$ cat config.mk
export PLATFORM = sky130hd
export DESIGN_NAME = sub_2p
export DESIGN_NICKNAME = d
export VERILOG_FILES = /design/src/rtl/sub_pkg.sv /design/src/rtl/sub_half.sv /design/src/rtl/sub_2p.sv
export SDC_FILE = /design/constraint.sdc
export NUM_CORES = 1
export LEC_CHECK = 0
export CAP_MARGIN = 20
export CORE_AREA = 2 2 69 71
export DETAILED_ROUTE_END_ITERATION = 12
export DIE_AREA = 0 0 71 73
export DONT_BUFFER_PORTS = 1
export PLACE_DENSITY = 0.75
export SYNTH_ARGS = -nofsm -noshare
export SYNTH_HDL_FRONTEND = slang
export SYNTH_SLANG_ARGS = --single-unit
$ cat constraint.sdc
create_clock -name clk -period 4.18 [get_ports clk]
set_input_delay 0.836 -clock clk [delete_from_list [all_inputs] [get_ports clk]]
set_output_delay 0.836 -clock clk [all_outputs]
set_load 0.02 [all_outputs]
$ cat src/rtl/sub_pkg.sv
// Shared constants for the two-stage pipelined subtractor.
//   WIDTH_DEF : default operand/result width (must be even)
//   HALF_DEF  : default width of each pipeline stage's slice
package sub_pkg;

  localparam int unsigned WIDTH_DEF = 16;
  localparam int unsigned HALF_DEF  = WIDTH_DEF / 2;

endpackage : sub_pkg

$ cat src/rtl/sub_half.sv
// Combinational slice subtractor: {bout, d} = a - b - bin.
// Ports:
//   a, b : W-bit operands
//   bin  : borrow in
//   d    : W-bit difference (mod 2^W)
//   bout : borrow out (a < b + bin)
module sub_half #(
  parameter int unsigned W = 8
) (
  input  logic [W-1:0] a,
  input  logic [W-1:0] b,
  input  logic         bin,
  output logic [W-1:0] d,
  output logic         bout
);

  // One extra bit captures the borrow as the sign of the widened result.
  always_comb begin
    {bout, d} = {1'b0, a} - {1'b0, b} - (W+1)'(bin);
  end

endmodule : sub_half

$ cat src/rtl/sub_2p.sv
// Two-stage pipelined subtractor with valid/ready handshaking.
// Stage 1 subtracts the low HALF bits; stage 2 subtracts the high slice
// with the stage-1 borrow and forms borrow/overflow flags.
// Ports:
//   clk, rst   : clock, asynchronous active-high reset
//   x, y       : minuend / subtrahend, accepted when in_valid && in_ready
//   in_valid   : x/y valid this cycle
//   in_ready   : combinational; pipeline can accept this cycle
//   diff       : x - y mod 2^WIDTH
//   borrow     : unsigned underflow (x < y)
//   ovf        : signed overflow of x - y
//   out_valid  : diff/borrow/ovf valid
//   out_ready  : downstream accepts result this cycle
// WIDTH must be even.
module sub_2p
  import sub_pkg::*;
#(
  parameter int unsigned WIDTH = WIDTH_DEF,
  parameter int unsigned HALF  = WIDTH / 2
) (
  input  logic             clk,
  input  logic             rst,
  input  logic [WIDTH-1:0] x,
  input  logic [WIDTH-1:0] y,
  input  logic             in_valid,
  output logic             in_ready,
  output logic [WIDTH-1:0] diff,
  output logic             borrow,
  output logic             ovf,
  output logic             out_valid,
  input  logic             out_ready
);

  localparam int unsigned HI = WIDTH - HALF;

  logic            s1_valid;
  logic [HALF-1:0] s1_lo;
  logic            b1;
  logic [HI-1:0]   x_hi;
  logic [HI-1:0]   y_hi;
  logic            s2_valid;

  logic            s1_adv;
  logic            s2_adv;
  logic [HALF-1:0] lo_d_c;
  logic            lo_b_c;
  logic [HI-1:0]   hi_d_c;
  logic            hi_b_c;
  logic            ovf_c;

  // Stall propagates backwards: a stage advances if it is empty or its successor advances.
  assign s2_adv    = !s2_valid || out_ready;
  assign s1_adv    = !s1_valid || s2_adv;
  assign in_ready  = s1_adv;
  assign out_valid = s2_valid;

  sub_half #(.W(HALF)) u_lo (
    .a    (x[HALF-1:0]),
    .b    (y[HALF-1:0]),
    .bin  (1'b0),
    .d    (lo_d_c),
    .bout (lo_b_c)
  );

  sub_half #(.W(HI)) u_hi (
    .a    (x_hi),
    .b    (y_hi),
    .bin  (b1),
    .d    (hi_d_c),
    .bout (hi_b_c)
  );

  // Signed overflow: operand signs differ and the result sign differs from x.
  assign ovf_c = (x_hi[HI-1] != y_hi[HI-1]) && (hi_d_c[HI-1] != x_hi[HI-1]);

  // Stage 1: low slice result plus high operands carried forward.
  always_ff @(posedge clk or posedge rst) begin
    if (rst) begin
      s1_valid <= 1'b0;
      s1_lo    <= '0;
      b1       <= 1'b0;
      x_hi     <= '0;
      y_hi     <= '0;
    end else if (s1_adv) begin
      s1_valid <= in_valid;
      // Data only moves with a real transfer; bubbles update valid alone.
      if (in_valid) begin
        s1_lo <= lo_d_c;
        b1    <= lo_b_c;
        x_hi  <= x[WIDTH-1:HALF];
        y_hi  <= y[WIDTH-1:HALF];
      end
    end
  end

  // Stage 2: final result; holds while downstream stalls.
  always_ff @(posedge clk or posedge rst) begin
    if (rst) begin
      s2_valid <= 1'b0;
      diff     <= '0;
      borrow   <= 1'b0;
      ovf      <= 1'b0;
    end else if (s2_adv) begin
      s2_valid <= s1_valid;
      if (s1_valid) begin
        diff   <= {hi_d_c, s1_lo};
        borrow <= hi_b_c;
        ovf    <= ovf_c;
      end
    end
  end

endmodule : sub_2p
Yosys cells after proc, flatten, opt, wreduce, memory -nomap -nowiden
Index checks and enable logic that the tools add are counted.
- output and inout bits: 20
- RAM bits: 0
- memories: 0
- flip-flop bits (word level): 45
- bits in latches: 0
- ROM bits: 0
- reduce and logical (&&, ||, !) cells: 7
- divide/modulo/power cells: 0
- $add $sub $neg: 3
- bitwise gates (word level): 0
- shifts and indexed selects: 0
- equal/unequal tests: 2
- magnitude comparators: 0
- mux-type cells: 0
- $mul: 0
- operator list (operator ; count):
    subtractor 8 x 8 -> 9 bit ; 2
    subtractor 9 x 1 -> 9 bit ; 1
    AND reduction 2 bit ; 2
    zero test 1 bit ; 2
    logical OR 1 bit ; 2
    != test 1 bit ; 2
    logical AND 1 bit ; 1

Depth between registers and ports, before layout
- word-level depth: 4
- gate-level depth with buffers: 9
- mapped depth without buffers: 9

Cells and area by module
Synthesis repeated with hierarchy kept, for this count alone.
- cells, all modules: 254
- area, all modules: 2982.9 µm²
- modules (own cells, without submodules) (module ; area each (µm²) ; times used ; cells an instance):
    sub_2p ; 1874.3 ; 1 ; 102
    sub_half ; 554.3 ; 2 ; 76

Least setup slack after synthesis
Ideal clock, no wire load.
- path type: input-to-reg
- start point: in y[2]
- end point: reg s1_lo[6]
- required time: 4.111 ns
- path buffers: 0
- data arrival time: 2.210 ns
- stages: 7
- slack: 1.901 ns
- cells stage by stage: inv_1 -> ha_1 -> nor2b_1 -> o21a_1 -> o21a_1 -> or4_1 -> nand3_1
- longest elaborated chain between the ends: 1
- ends and longest elaborated chain (element ; RTL line ; RTL):
    start, declared ; sub_2p.sv:24 ; input logic [WIDTH-1:0] y,
    subtractor 8 x 8 -> 9 bit ; sub_half.sv:19 ; {bout, d} = {1'b0, a} - {1'b0, b} - (W+1)'(bin);
    end signal, assigned ; sub_2p.sv:88 ; s1_lo <= lo_d_c;
    end, declared ; sub_2p.sv:37 ; logic [HALF-1:0] s1_lo;
No other way between the ends.
A chain may end at the register's enable or synchronous reset.

Worst setup path after layout
- start point: reg s2_valid, in the netlist out_valid
- end point: reg s1_lo[6]
- longest elaborated chain between the ends: 4
- ends and longest elaborated chain (element ; RTL line ; RTL):
    start, declared ; sub_2p.sv:41 ; logic s2_valid;
    start signal, assigned ; sub_2p.sv:104 ; s2_valid <= s1_valid;
    zero test 1 bit ; sub_2p.sv:52 ; assign s2_adv = !s2_valid || out_ready;
    logical OR 1 bit ; sub_2p.sv:52 ;
    logical OR 1 bit ; sub_2p.sv:53 ; assign s1_adv = !s1_valid || s2_adv;
    via in_ready ; sub_2p.sv:26 ; output logic in_ready,
    AND reduction 2 bit (no line) ; -- ;
The timed path passes the listed nets, and every way through them passes these cells.

==> metrics.yaml <==
status: "complete, no violations"
top_usage_layer: "met2"
cts-resized-gates: 0
yosys_warnings: 0
regArea_um2: 1126
globalplace.congestion: 0.7563
syn_to_final_growth_pct: 5.134
rsz0062_at_grt: "no"
async_flop_share: 1.000
cts_buffers: 5
initial_utilization: 0.5641
synth_top_area_frac: 0.4401
clock_sinks: 45
clockBufferDepth: 2
final-max-slew-violation-count: 0
post_drt_wl_per_cell_um: 13.67
path_cells: "nand3b_1 > nand2_1 > buf_4 > or4_1 > nand3_1"
yosysSeqAreaShare: 0.4401
hold_buffers: 0
power_mw: 1.416
synth-compound-area-share: 0.1090
multi_input_area_um2: 1266
synthCells: 249
track_usage: 0.1783
synthMuxAreaShare: 0.1100
syn_area_um2: 2559
ir_drop_uv: 168.6
synthFlopType: "dfrtp_1"
placementRows: 25
power_density_nw_per_um2: 526.4
synth_seq_cells: 45
synth_fa_ha_area_frac: 0.1311
synth_nets: 310
synth_edf_count: 0
syn_avg_cell_area_um2: 10.28
fin_skew_ps: 3.737
cts_setup_buffers: 0
setup_violations: 0
design_area_um2: 2690
fill_cells: 395
nNetsFinal: 311
synth_top_family_by_area: "adder cells"
grt_overflow: 0
path_max_fanout: 21
synthTopCellsByArea: "dfrtp_1, mux2_2, ha_1"
ys_types: 36
wl_mm: 4.170
dp_worst_setup_slack_ps: 1456
grt_max_degree: 46
worst_pin_slew_ps: 923.1
grt_pass1_wl_mm: 7.224
cp.arrival_ps: 2650
firstDrtPassIters: 4
setup_ws_ps: 1772
finalSetupTns_ps: 0
synth_top_area_cell: "dfrtp_1"
finalCriticalPeriod_ps: 2408
met1_usage: 0.2145
fin_crit_sh: 0.5760
fin_util: 0.5931
final_common_cell: "dfrtp_1"
crit_type: "reg -> reg"
core_area_um2: 4536
ios: 56
die_h_um: 73
critPathCaptureType: "flop"
vias: 1677
hpwl_mm: 3.217
leakage_nw: 1.272
slew_headroom: 0.3831
crit_path_max_incr_delay_ps: 510
dieArea_um2: 5183
fmax_ghz: 0.4153
tritoncts: "built"
slowest_stage: "nand2_1"
startpoint_type: "flop"
finalHoldViolCount: 0
crit_buf_inv: 1
drc: 0
postPlaceCellArea_um2: 2603
cts_root_buffer: "clkbuf_8"
antenna_found_initial: 0
via_per_inst: 5.498
met2_usage: 0.2991
cts_htree_levels: 2
port_buffers: 0
grt_pass1_vias: 1652
worst_hold_path_type: "reg -> reg"
die_x_um: 71
drv_cap: 0
ant_nets: 0
first_iter_violations: 75
clkSlewWorstSetupHoldPaths_ps: 80
synthXorXnorAreaFrac: 0.03276
drive_above_1_share: 0.1394
cp.required_ps: 4420
gr-usage-met3: 0.06630
antenna-diode-count: 0
clk_latency_ps: 300
synth-simple-area-share: 0.1120
layout_common_cells: "dfrtp_1, inv_1, mux2_2"
critPathTopFamily: "simple AND/OR/NAND/NOR gates"
[report_power, final]
part | total (mW) | internal (mW) | switching [mW]
Combinational | 0.441 | 0.221 | 0.221
Clock | 0.266 | 0.118 | 0.148
Sequential | 0.709 | 0.548 | 0.161
Total | 1.42 | 0.886 | 0.530
[metrics by stage]
| stage | cells | hold WS (ps) |
|---|---|---|
| floorplan | 249 | 444.6 |
| global placement | 297 | 456.5 |
| detailed placement | 297 | 463.0 |
| CTS | 305 | 482.8 |
| global route | 305 | 521.6 |
| finish | 305 | 474.6 |
[kinds of logic (layout without fill, tap and decap cells)]
kind of cell,Yosys count,count (layout)
flip-flops,45,45
adder cells (fa/ha/maj),25,25
XOR/XNOR,8,8
AND/OR/NAND/NOR,58,58
AO/OA/AOI/OAI,45,45
multiplexers,25,25
buffers and inverters,43,45
[layer usage]
layer	wire, um	share of wire
met2	1990	0.48
met3	274	0.066
met1	1845	0.44
met4	59	0.014
met5	0	0
[worst register-to-register path, cell delays in order (launching register included)]
cell	delay, ps
dfrtp_1	480
nand3b_1	360
nand2_1	510
buf_4	390
or4_1	520
nand3_1	90
[state kept, by name, summed over array words and instances, names as in the netlist]
name / cells
x_hi: 8
ovf: 1
s1_lo: 8
diff: 16
y_hi: 8
b1: 1
borrow: 1
s1_valid: 1
out_valid: 1
[final cells by class]
cell class,count,share of cell area
clock buffer,6,0.02698
clock inverter,2,0.005581
inverter,36,0.05023
multi-input combinational,161,0.4707
sequential,45,0.4186
tap,54,0.02512
timing repair buffer,1,0.002791
[worst paths after layout]
kind	startpoint	end	slack (ps)	cells after the start
min reg2reg	s1_lo[4]$_DFFE_PP0P_	s1_lo[4]$_DFFE_PP0P_	470	2
min in group asynchronous	rst	diff[1]$_DFFE_PP0P_	600	1
max in group asynchronous	rst	x_hi[1]$_DFFE_PP0P_	3020	1
min	s1_lo[4]$_DFFE_PP0P_	s1_lo[4]$_DFFE_PP0P_	470	2
max	out_valid$_DFFE_PP0P_	s1_lo[6]$_DFFE_PP0P_	1770	5
max reg2reg	out_valid$_DFFE_PP0P_	s1_lo[6]$_DFFE_PP0P_	1770	5
[Yosys cell counts, drive strengths merged (5+ instances only)]
cell type	n
a21oi	8
dfrtp	45
ha	22
inv	36
mux2	25
nand2	23
nor2	7
o21ai	18
xnor2	5
Note: power is estimated with default switching activity, not from simulation.
